File: src/rtl/cmd_pkg.sv
// Shared constants and state encodings for the serial command receiver.
// Imported by the byte receiver and the frame assembler.
package cmd_pkg;

    localparam logic [7:0] HDR_BYTE = 8'hA5;
    localparam int         OPC_W    = 3;

    typedef enum logic [1:0] {
        RX_IDLE  = 2'd0,
        RX_START = 2'd1,
        RX_DATA  = 2'd2,
        RX_STOP  = 2'd3
    } rx_state_t;

    typedef enum logic [1:0] {
        ASM_HDR = 2'd0,
        ASM_OPC = 2'd1,
        ASM_OPA = 2'd2,
        ASM_OPB = 2'd3
    } asm_state_t;

    // An opcode byte is legal only when everything above the opcode field is zero.
    function automatic logic is_opc_byte(input logic [7:0] b);
        return (b[7:OPC_W] == 5'd0);
    endfunction

endpackage

File: src/rtl/uart_rx.sv
// 8N1 UART byte receiver: 2-flop synchroniser, mid-bit sampling,
// one-cycle byte strobe and frame-error pulse.
module uart_rx
    import cmd_pkg::*;
#(
    parameter int CLKS_PER_BIT = 434
) (
    input  logic       clock,
    input  logic       reset,
    input  logic       rx,
    output logic [7:0] data_out,
    output logic       data_valid,
    output logic       frame_error,
    output logic       busy
);

    localparam int                CNT_W     = $clog2(CLKS_PER_BIT);
    localparam logic [CNT_W-1:0]  HALF_LAST = CNT_W'(CLKS_PER_BIT / 2 - 1);
    localparam logic [CNT_W-1:0]  BIT_LAST  = CNT_W'(CLKS_PER_BIT - 1);

    logic             sync1_r;
    logic             sync2_r;
    logic             prev_r;
    logic             rx_s;
    logic             fall_s;
    logic             tick_s;
    logic             dv_s;
    logic             fe_s;
    rx_state_t        state_r;
    rx_state_t        state_s;
    logic [CNT_W-1:0] cnt_r;
    logic [2:0]       bit_idx_r;
    logic [7:0]       shift_r;
    logic [7:0]       data_out_r;
    logic             data_valid_r;
    logic             frame_error_r;
    logic             busy_r;

    assign rx_s   = sync2_r;
    assign fall_s = prev_r & ~rx_s;

    // Synchroniser and edge history; all idle high so reset never looks like a start bit.
    always_ff @(posedge clock) begin
        if (reset) begin
            sync1_r <= 1'b1;
            sync2_r <= 1'b1;
            prev_r  <= 1'b1;
        end else begin
            sync1_r <= rx;
            sync2_r <= sync1_r;
            prev_r  <= sync2_r;
        end
    end

    // Sample point: half a bit into the start bit, then every full bit.
    always_comb begin
        tick_s = 1'b0;
        case (state_r)
            RX_START:         tick_s = (cnt_r == HALF_LAST);
            RX_DATA, RX_STOP: tick_s = (cnt_r == BIT_LAST);
            default:          tick_s = 1'b0;
        endcase
    end

    // Receiver state register.
    always_ff @(posedge clock) begin
        if (reset) begin
            state_r <= RX_IDLE;
        end else begin
            state_r <= state_s;
        end
    end

    // Receiver next-state logic.
    always_comb begin
        state_s = state_r;
        case (state_r)
            RX_IDLE: begin
                if (fall_s) state_s = RX_START;
                else        state_s = RX_IDLE;
            end
            RX_START: begin
                if (tick_s) state_s = rx_s ? RX_IDLE : RX_DATA;
                else        state_s = RX_START;
            end
            RX_DATA: begin
                if (tick_s && (bit_idx_r == 3'd7)) state_s = RX_STOP;
                else                               state_s = RX_DATA;
            end
            RX_STOP: begin
                if (tick_s) state_s = RX_IDLE;
                else        state_s = RX_STOP;
            end
            default: state_s = RX_IDLE;
        endcase
    end

    // Stop-bit outcome.
    always_comb begin
        dv_s = 1'b0;
        fe_s = 1'b0;
        if ((state_r == RX_STOP) && tick_s) begin
            dv_s = rx_s;
            fe_s = ~rx_s;
        end else begin
            dv_s = 1'b0;
            fe_s = 1'b0;
        end
    end

    // Bit timer, shift register and registered outputs.
    always_ff @(posedge clock) begin
        if (reset) begin
            cnt_r         <= '0;
            bit_idx_r     <= 3'd0;
            shift_r       <= 8'h00;
            data_out_r    <= 8'h00;
            data_valid_r  <= 1'b0;
            frame_error_r <= 1'b0;
            busy_r        <= 1'b0;
        end else begin
            if ((state_r == RX_IDLE) || (state_s != state_r) || tick_s) begin
                cnt_r <= '0;
            end else begin
                cnt_r <= cnt_r + 1'b1;
            end
            if (state_r != RX_DATA) begin
                bit_idx_r <= 3'd0;
            end else if (tick_s) begin
                bit_idx_r <= bit_idx_r + 3'd1;
                shift_r   <= {rx_s, shift_r[7:1]};
            end
            if (dv_s) begin
                data_out_r <= shift_r;
            end
            data_valid_r  <= dv_s;
            frame_error_r <= fe_s;
            busy_r        <= (state_s != RX_IDLE);
        end
    end

    assign data_out    = data_out_r;
    assign data_valid  = data_valid_r;
    assign frame_error = frame_error_r;
    assign busy        = busy_r;

endmodule

File: src/rtl/cmd_rx.sv
// Command receiver: assembles A5/opcode/a/b byte frames from uart_rx,
// enforces an inter-byte timeout and presents commands with valid/ready.
module cmd_rx
    import cmd_pkg::*;
#(
    parameter int CLKS_PER_BIT = 434,
    parameter int TIMEOUT_BITS = 20
) (
    input  logic             clock,
    input  logic             reset,
    input  logic             rx,
    input  logic             cmd_ready,
    output logic             cmd_valid,
    output logic [OPC_W-1:0] cmd_opcode,
    output logic [7:0]       cmd_a,
    output logic [7:0]       cmd_b,
    output logic             frame_error,
    output logic             cmd_error,
    output logic             overrun,
    output logic             rx_busy
);

    localparam int              TO_CYCLES = TIMEOUT_BITS * CLKS_PER_BIT;
    localparam int              TO_W      = $clog2(TO_CYCLES + 1);
    localparam logic [TO_W-1:0] TO_LAST   = TO_W'(TO_CYCLES - 1);

    logic [7:0]       byte_s;
    logic             byte_valid_s;
    logic             rx_ferr_s;
    asm_state_t       asm_state_r;
    asm_state_t       asm_next_s;
    logic [TO_W-1:0]  to_cnt_r;
    logic             timeout_s;
    logic             hdr_err_s;
    logic             opc_err_s;
    logic             complete_s;
    logic [OPC_W-1:0] opc_tmp_r;
    logic [7:0]       a_tmp_r;
    logic             cmd_valid_r;
    logic [OPC_W-1:0] cmd_opcode_r;
    logic [7:0]       cmd_a_r;
    logic [7:0]       cmd_b_r;
    logic             cmd_error_r;
    logic             overrun_r;

    uart_rx #(
        .CLKS_PER_BIT(CLKS_PER_BIT)
    ) u_uart_rx (
        .clock       (clock),
        .reset       (reset),
        .rx          (rx),
        .data_out    (byte_s),
        .data_valid  (byte_valid_s),
        .frame_error (rx_ferr_s),
        .busy        (rx_busy)
    );

    assign timeout_s = (asm_state_r != ASM_HDR) && !byte_valid_s && (to_cnt_r == TO_LAST);

    // Cycles since the last byte strobe while a frame is partially assembled.
    always_ff @(posedge clock) begin
        if (reset) begin
            to_cnt_r <= '0;
        end else if ((asm_state_r == ASM_HDR) || byte_valid_s || timeout_s) begin
            to_cnt_r <= '0;
        end else begin
            to_cnt_r <= to_cnt_r + 1'b1;
        end
    end

    // Assembler state register.
    always_ff @(posedge clock) begin
        if (reset) begin
            asm_state_r <= ASM_HDR;
        end else begin
            asm_state_r <= asm_next_s;
        end
    end

    // Assembler next-state logic; a framing error abandons any partial frame.
    always_comb begin
        asm_next_s = asm_state_r;
        if (rx_ferr_s) begin
            asm_next_s = ASM_HDR;
        end else if (byte_valid_s) begin
            case (asm_state_r)
                ASM_HDR: asm_next_s = (byte_s == HDR_BYTE) ? ASM_OPC : ASM_HDR;
                ASM_OPC: asm_next_s = is_opc_byte(byte_s) ? ASM_OPA : ASM_HDR;
                ASM_OPA: asm_next_s = ASM_OPB;
                ASM_OPB: asm_next_s = ASM_HDR;
                default: asm_next_s = ASM_HDR;
            endcase
        end else if (timeout_s) begin
            asm_next_s = ASM_HDR;
        end else begin
            asm_next_s = asm_state_r;
        end
    end

    // Assembler per-byte outcomes.
    always_comb begin
        hdr_err_s  = 1'b0;
        opc_err_s  = 1'b0;
        complete_s = 1'b0;
        if (byte_valid_s) begin
            case (asm_state_r)
                ASM_HDR: hdr_err_s  = (byte_s != HDR_BYTE);
                ASM_OPC: opc_err_s  = ~is_opc_byte(byte_s);
                ASM_OPB: complete_s = 1'b1;
                default: complete_s = 1'b0;
            endcase
        end else begin
            complete_s = 1'b0;
        end
    end

    // Partial frame fields.
    always_ff @(posedge clock) begin
        if (reset) begin
            opc_tmp_r <= '0;
            a_tmp_r   <= 8'h00;
        end else if (byte_valid_s && (asm_state_r == ASM_OPC) && is_opc_byte(byte_s)) begin
            opc_tmp_r <= byte_s[OPC_W-1:0];
        end else if (byte_valid_s && (asm_state_r == ASM_OPA)) begin
            a_tmp_r <= byte_s;
        end
    end

    // Output handshake: a completion in an accept cycle replaces the old command.
    always_ff @(posedge clock) begin
        if (reset) begin
            cmd_valid_r  <= 1'b0;
            cmd_opcode_r <= '0;
            cmd_a_r      <= 8'h00;
            cmd_b_r      <= 8'h00;
            cmd_error_r  <= 1'b0;
            overrun_r    <= 1'b0;
        end else begin
            cmd_error_r <= hdr_err_s | opc_err_s | timeout_s;
            overrun_r   <= 1'b0;
            if (complete_s && (!cmd_valid_r || cmd_ready)) begin
                cmd_valid_r  <= 1'b1;
                cmd_opcode_r <= opc_tmp_r;
                cmd_a_r      <= a_tmp_r;
                cmd_b_r      <= byte_s;
            end else if (complete_s) begin
                overrun_r <= 1'b1;
            end else if (cmd_valid_r && cmd_ready) begin
                cmd_valid_r <= 1'b0;
            end
        end
    end

    assign cmd_valid   = cmd_valid_r;
    assign cmd_opcode  = cmd_opcode_r;
    assign cmd_a       = cmd_a_r;
    assign cmd_b       = cmd_b_r;
    assign cmd_error   = cmd_error_r;
    assign overrun     = overrun_r;
    assign frame_error = rx_ferr_s;

endmodule

File: config.mk
export PLATFORM = sky130hd
export DESIGN_NAME = cmd_rx
export DESIGN_NICKNAME = d
export VERILOG_FILES = /design/src/rtl/cmd_pkg.sv /design/src/rtl/uart_rx.sv /design/src/rtl/cmd_rx.sv
export SDC_FILE = /design/constraint.sdc
export NUM_CORES = 1
export LEC_CHECK = 0
export BUFFER_PORTS_ARGS = -buffer_cell sky130_fd_sc_hd__buf_2
export CORE_UTILIZATION = 56
export DETAILED_ROUTE_END_ITERATION = 8
export MAX_ROUTING_LAYER = met4
export PLACE_DENSITY = 0.75
export SYNTH_ARGS = -nofsm -noshare
export SYNTH_HDL_FRONTEND = slang
export SYNTH_SLANG_ARGS = --single-unit
File: constraint.sdc
create_clock -name clock -period 2.65 [get_ports clock]
set_clock_uncertainty 0.1 [all_clocks]
set_input_delay 0.3975 -clock clock [delete_from_list [all_inputs] [get_ports clock]]
set_output_delay 0.3975 -clock clock [all_outputs]
set_load 0.005 [all_outputs]
==> impl_metrics.toml <==
[synth]
yosys-top-cells-area = "dfxtp_1 51%, mux2i_1 6.4%, nand2_1 6.4%, nor2_1 5.7%, a21oi_1 4.4%"
ys_seq_area_share_pct = 51.4
synth_common_cells = "85 x dfxtp_1, 56 x nand2_1, 50 x nor2_1"
synth_warnings = 0
post-synth-top-area-cell = "dfxtp_1"
synth_top_area_share_pct = 51.4
syn_nets = 375
synth_cells = 367
synth.avg_cell_area_um2 = 9.02
synth_flop_cell = "dfxtp_1"
ys_seq_elements = 85
async_flop_share_pct = 0
synth.most_common_cell = "dfxtp_1"
yosysUniqueCellTypes = 43
synth_area_mm2 = 0.00331
synth_edf_count = 0

[sta]
setup_ws_ns = 0.608
fin_hold_ws_ns = 0.133
rsz0062_at_grt = "no"
maxSlewViolCount = 0
setup_viol = 0
slew-limit-headroom_pct = 55.6
period_share_pct = 77.0
fin_crit_ns = 2.04
tightest_slew_ns = 0.667
timing_hold_violations_final = 0
fin_tns_setup_ns = 0
max_freq_mhz = 490

[clock_network]
htree_num_levels = 3
cts_hold_buf = 0
clk_latency_ns = 0.34
cts_tree = "built"
cts.path.max_buffers = 2
clk_pin_slew_ns = 0.08
clock-sinks = 85
post-cts-setup-buffers = 0
cts_root_buf = "clkbuf_8"
numCtsBuffers = 9
cts_repair_resize_count = 0

[routing]
antenna_left = 0
route.detailed.drc = 0
routed_wirelength_um = 5940
viasPerCell = 5.38
first_pass_iters = 4
vias = 2522
wl_per_cell_um = 12.7
drtIter0Drc = 133

[global_routing]
track_usage_pct = 21.7
antenna_found_initial = 0
grt_pass1_vias = 2283
grt_pass1_wl_um = 10300
globalRouteOverflowTotal = 0
grt_max_degree = 36

[job]
cap_viol_max_count = 0

[pwr]
p_switching_uw = 458
swShare_pct = 22.0
internal_power_mw = 1.63
pwr-share-comb_pct = 1.3
power_per_cell_area_mw_per_mm2 = 571
clkPwrFrac_pct = 37.1
power_leakage_nw = 1.50
pwr-share-seq_pct = 61.6
ir_drop_uv = 388

[placement]
io_buffers = 27
dp_hpwl_um = 4000
dp_slack_ns = 0.630
gp_congestion = 0.896
placed_cells = 453

[outcome]
status = "completed"

[final_layout]
areaGrowthSynthToFinish_pct = 10.4
fin_nets = 400
final_util_pct = 65.1
layout-drive-gt1-share_pct = 13.6
regArea_mm2 = 0.00170
layoutNonFillerInstCount = 469
antenna_cells = 0
fill_cells = 489
multi_input_area_mm2 = 0.00151

[floorplan]
initial_core_util_pct = 59.0
die_x_um = 78.9
coreArea_mm2 = 0.00561
die-height_um = 78.9
fp.dieArea_mm2 = 0.00622
io_pins = 28
rows = 27

[worst_setup_path]
endpoint_kind = "flip-flop"
crit_path_start_kind = "flip-flop"
cp_data_required_time_ns = 2.77
worstPathArrival_ns = 2.16
criticalPathCategory = "reg -> reg"
crit_fanout = 4

[worst_hold_path]
hold_class = "in -> reg"
-- routing by layer --
layer	global-route usage [%]	up-vias	wire, µm
li1	-	1289	-
met1	28.2	1180	2870
met2	32.9	41	2770
met3	3.79	12	189
met4	10.7	0	112
met5	-	-	0
-- cell usage in the layout (no fill, tap or decap), types with 3 or more instances in the layout --
cell type / synthesis / final
nand3_1: 15 / 15
buf_4: 0 / 4
a31oi_1: 3 / 3
clkbuf_8: 0 / 9
nor3_1: 9 / 9
nand2b_1: 5 / 5
nor2_1: 50 / 50
dfxtp_1: 85 / 85
nor4b_1: 3 / 3
mux2i_1: 21 / 21
a21oi_1: 29 / 29
xor2_1: 8 / 8
xnor2_1: 12 / 12
ha_1: 4 / 4
buf_2: 1 / 27
inv_1: 6 / 6
or2_2: 3 / 3
and3_1: 9 / 9
nand2_1: 56 / 56
nand4_1: 4 / 4
or3_1: 4 / 4
clkbuf_1: 13 / 3
-- kinds of logic after synthesis --
kind of cell | after synthesis | synth area share (%)
and+or+nand+nor | 175 | 26.2
DFF | 85 | 51.4
AOI/OAI and AO/OA | 39 | 6.39
buffers and inverters | 23 | 2.87
muxes | 21 | 6.35
xor gates and xnor gates | 20 | 5.29
adders and majority gates | 4 | 1.51
-- flip-flops by register name, summed over array words and instances (netlist names), 2 cells and up --
register / count
u_uart_rx.shift_r: 8
u_uart_rx.bit_idx_r: 3
cmd_a: 8
u_uart_rx.cnt_r: 9
u_uart_rx.state_r: 2
u_uart_rx.data_out: 8
cmd_opcode: 3
to_cnt_r: 14
opc_tmp_r: 3
asm_state_r: 2
a_tmp_r: 8
cmd_b: 8
-- worst paths after layout --
kind | start | endpoint | slack [ns] | cells past startpoint
max | to_cnt_r[4]$_SDFF_PP0_ | asm_state_r[0]$_SDFFE_PP0P_ | 0.61 | 5
min | rx | u_uart_rx.sync1_r$_SDFF_PP1_ | 0.13 | 2
max reg2reg | to_cnt_r[4]$_SDFF_PP0_ | asm_state_r[0]$_SDFFE_PP0P_ | 0.61 | 5
min reg2reg | u_uart_rx.sync1_r$_SDFF_PP1_ | u_uart_rx.rx_s$_SDFF_PP1_ | 0.32 | 1
-- critical path, cell delays in order (launching register included) --
cell,delay (ns)
dfxtp_1,0.35
or4b_1,0.50
or4_1,0.54
nor2b_4,0.17
a22oi_1,0.19
nor3_1,0.07
-- power by group through the flow --
| stage | registers, mW | clock network [mW] | logic, mW |
|---|---|---|---|
| global placement | 1.31 | 0 | 0.0275 |
| global route | 1.29 | 0.844 | 0.0311 |
| CTS | 1.28 | 0.787 | 0.0280 |
| floorplan | 1.31 | 0 | 0.0221 |
| finish | 1.28 | 0.773 | 0.0276 |
| detailed placement | 1.31 | 0 | 0.0279 |
-- through the flow --
step	instance area, µm²	power [mW]
3_5_place_dp	3490	1.34
2_1_floorplan	3310	1.33
5_1_grt	3650	2.16
3_3_place_gp	3490	1.34
6_report	3650	2.08
4_1_cts	3650	2.10
-- cell type report --
cell class / count / area share, %
multi-input cells: 259 / 41.4
inverters: 6 / 0.617
flip-flops and latches: 85 / 46.6
well taps: 72 / 2.47
clock inverters: 4 / 0.685
clock buffers: 12 / 3.70
repair buffers: 31 / 4.52
Power figures use the tool's default switching activity.
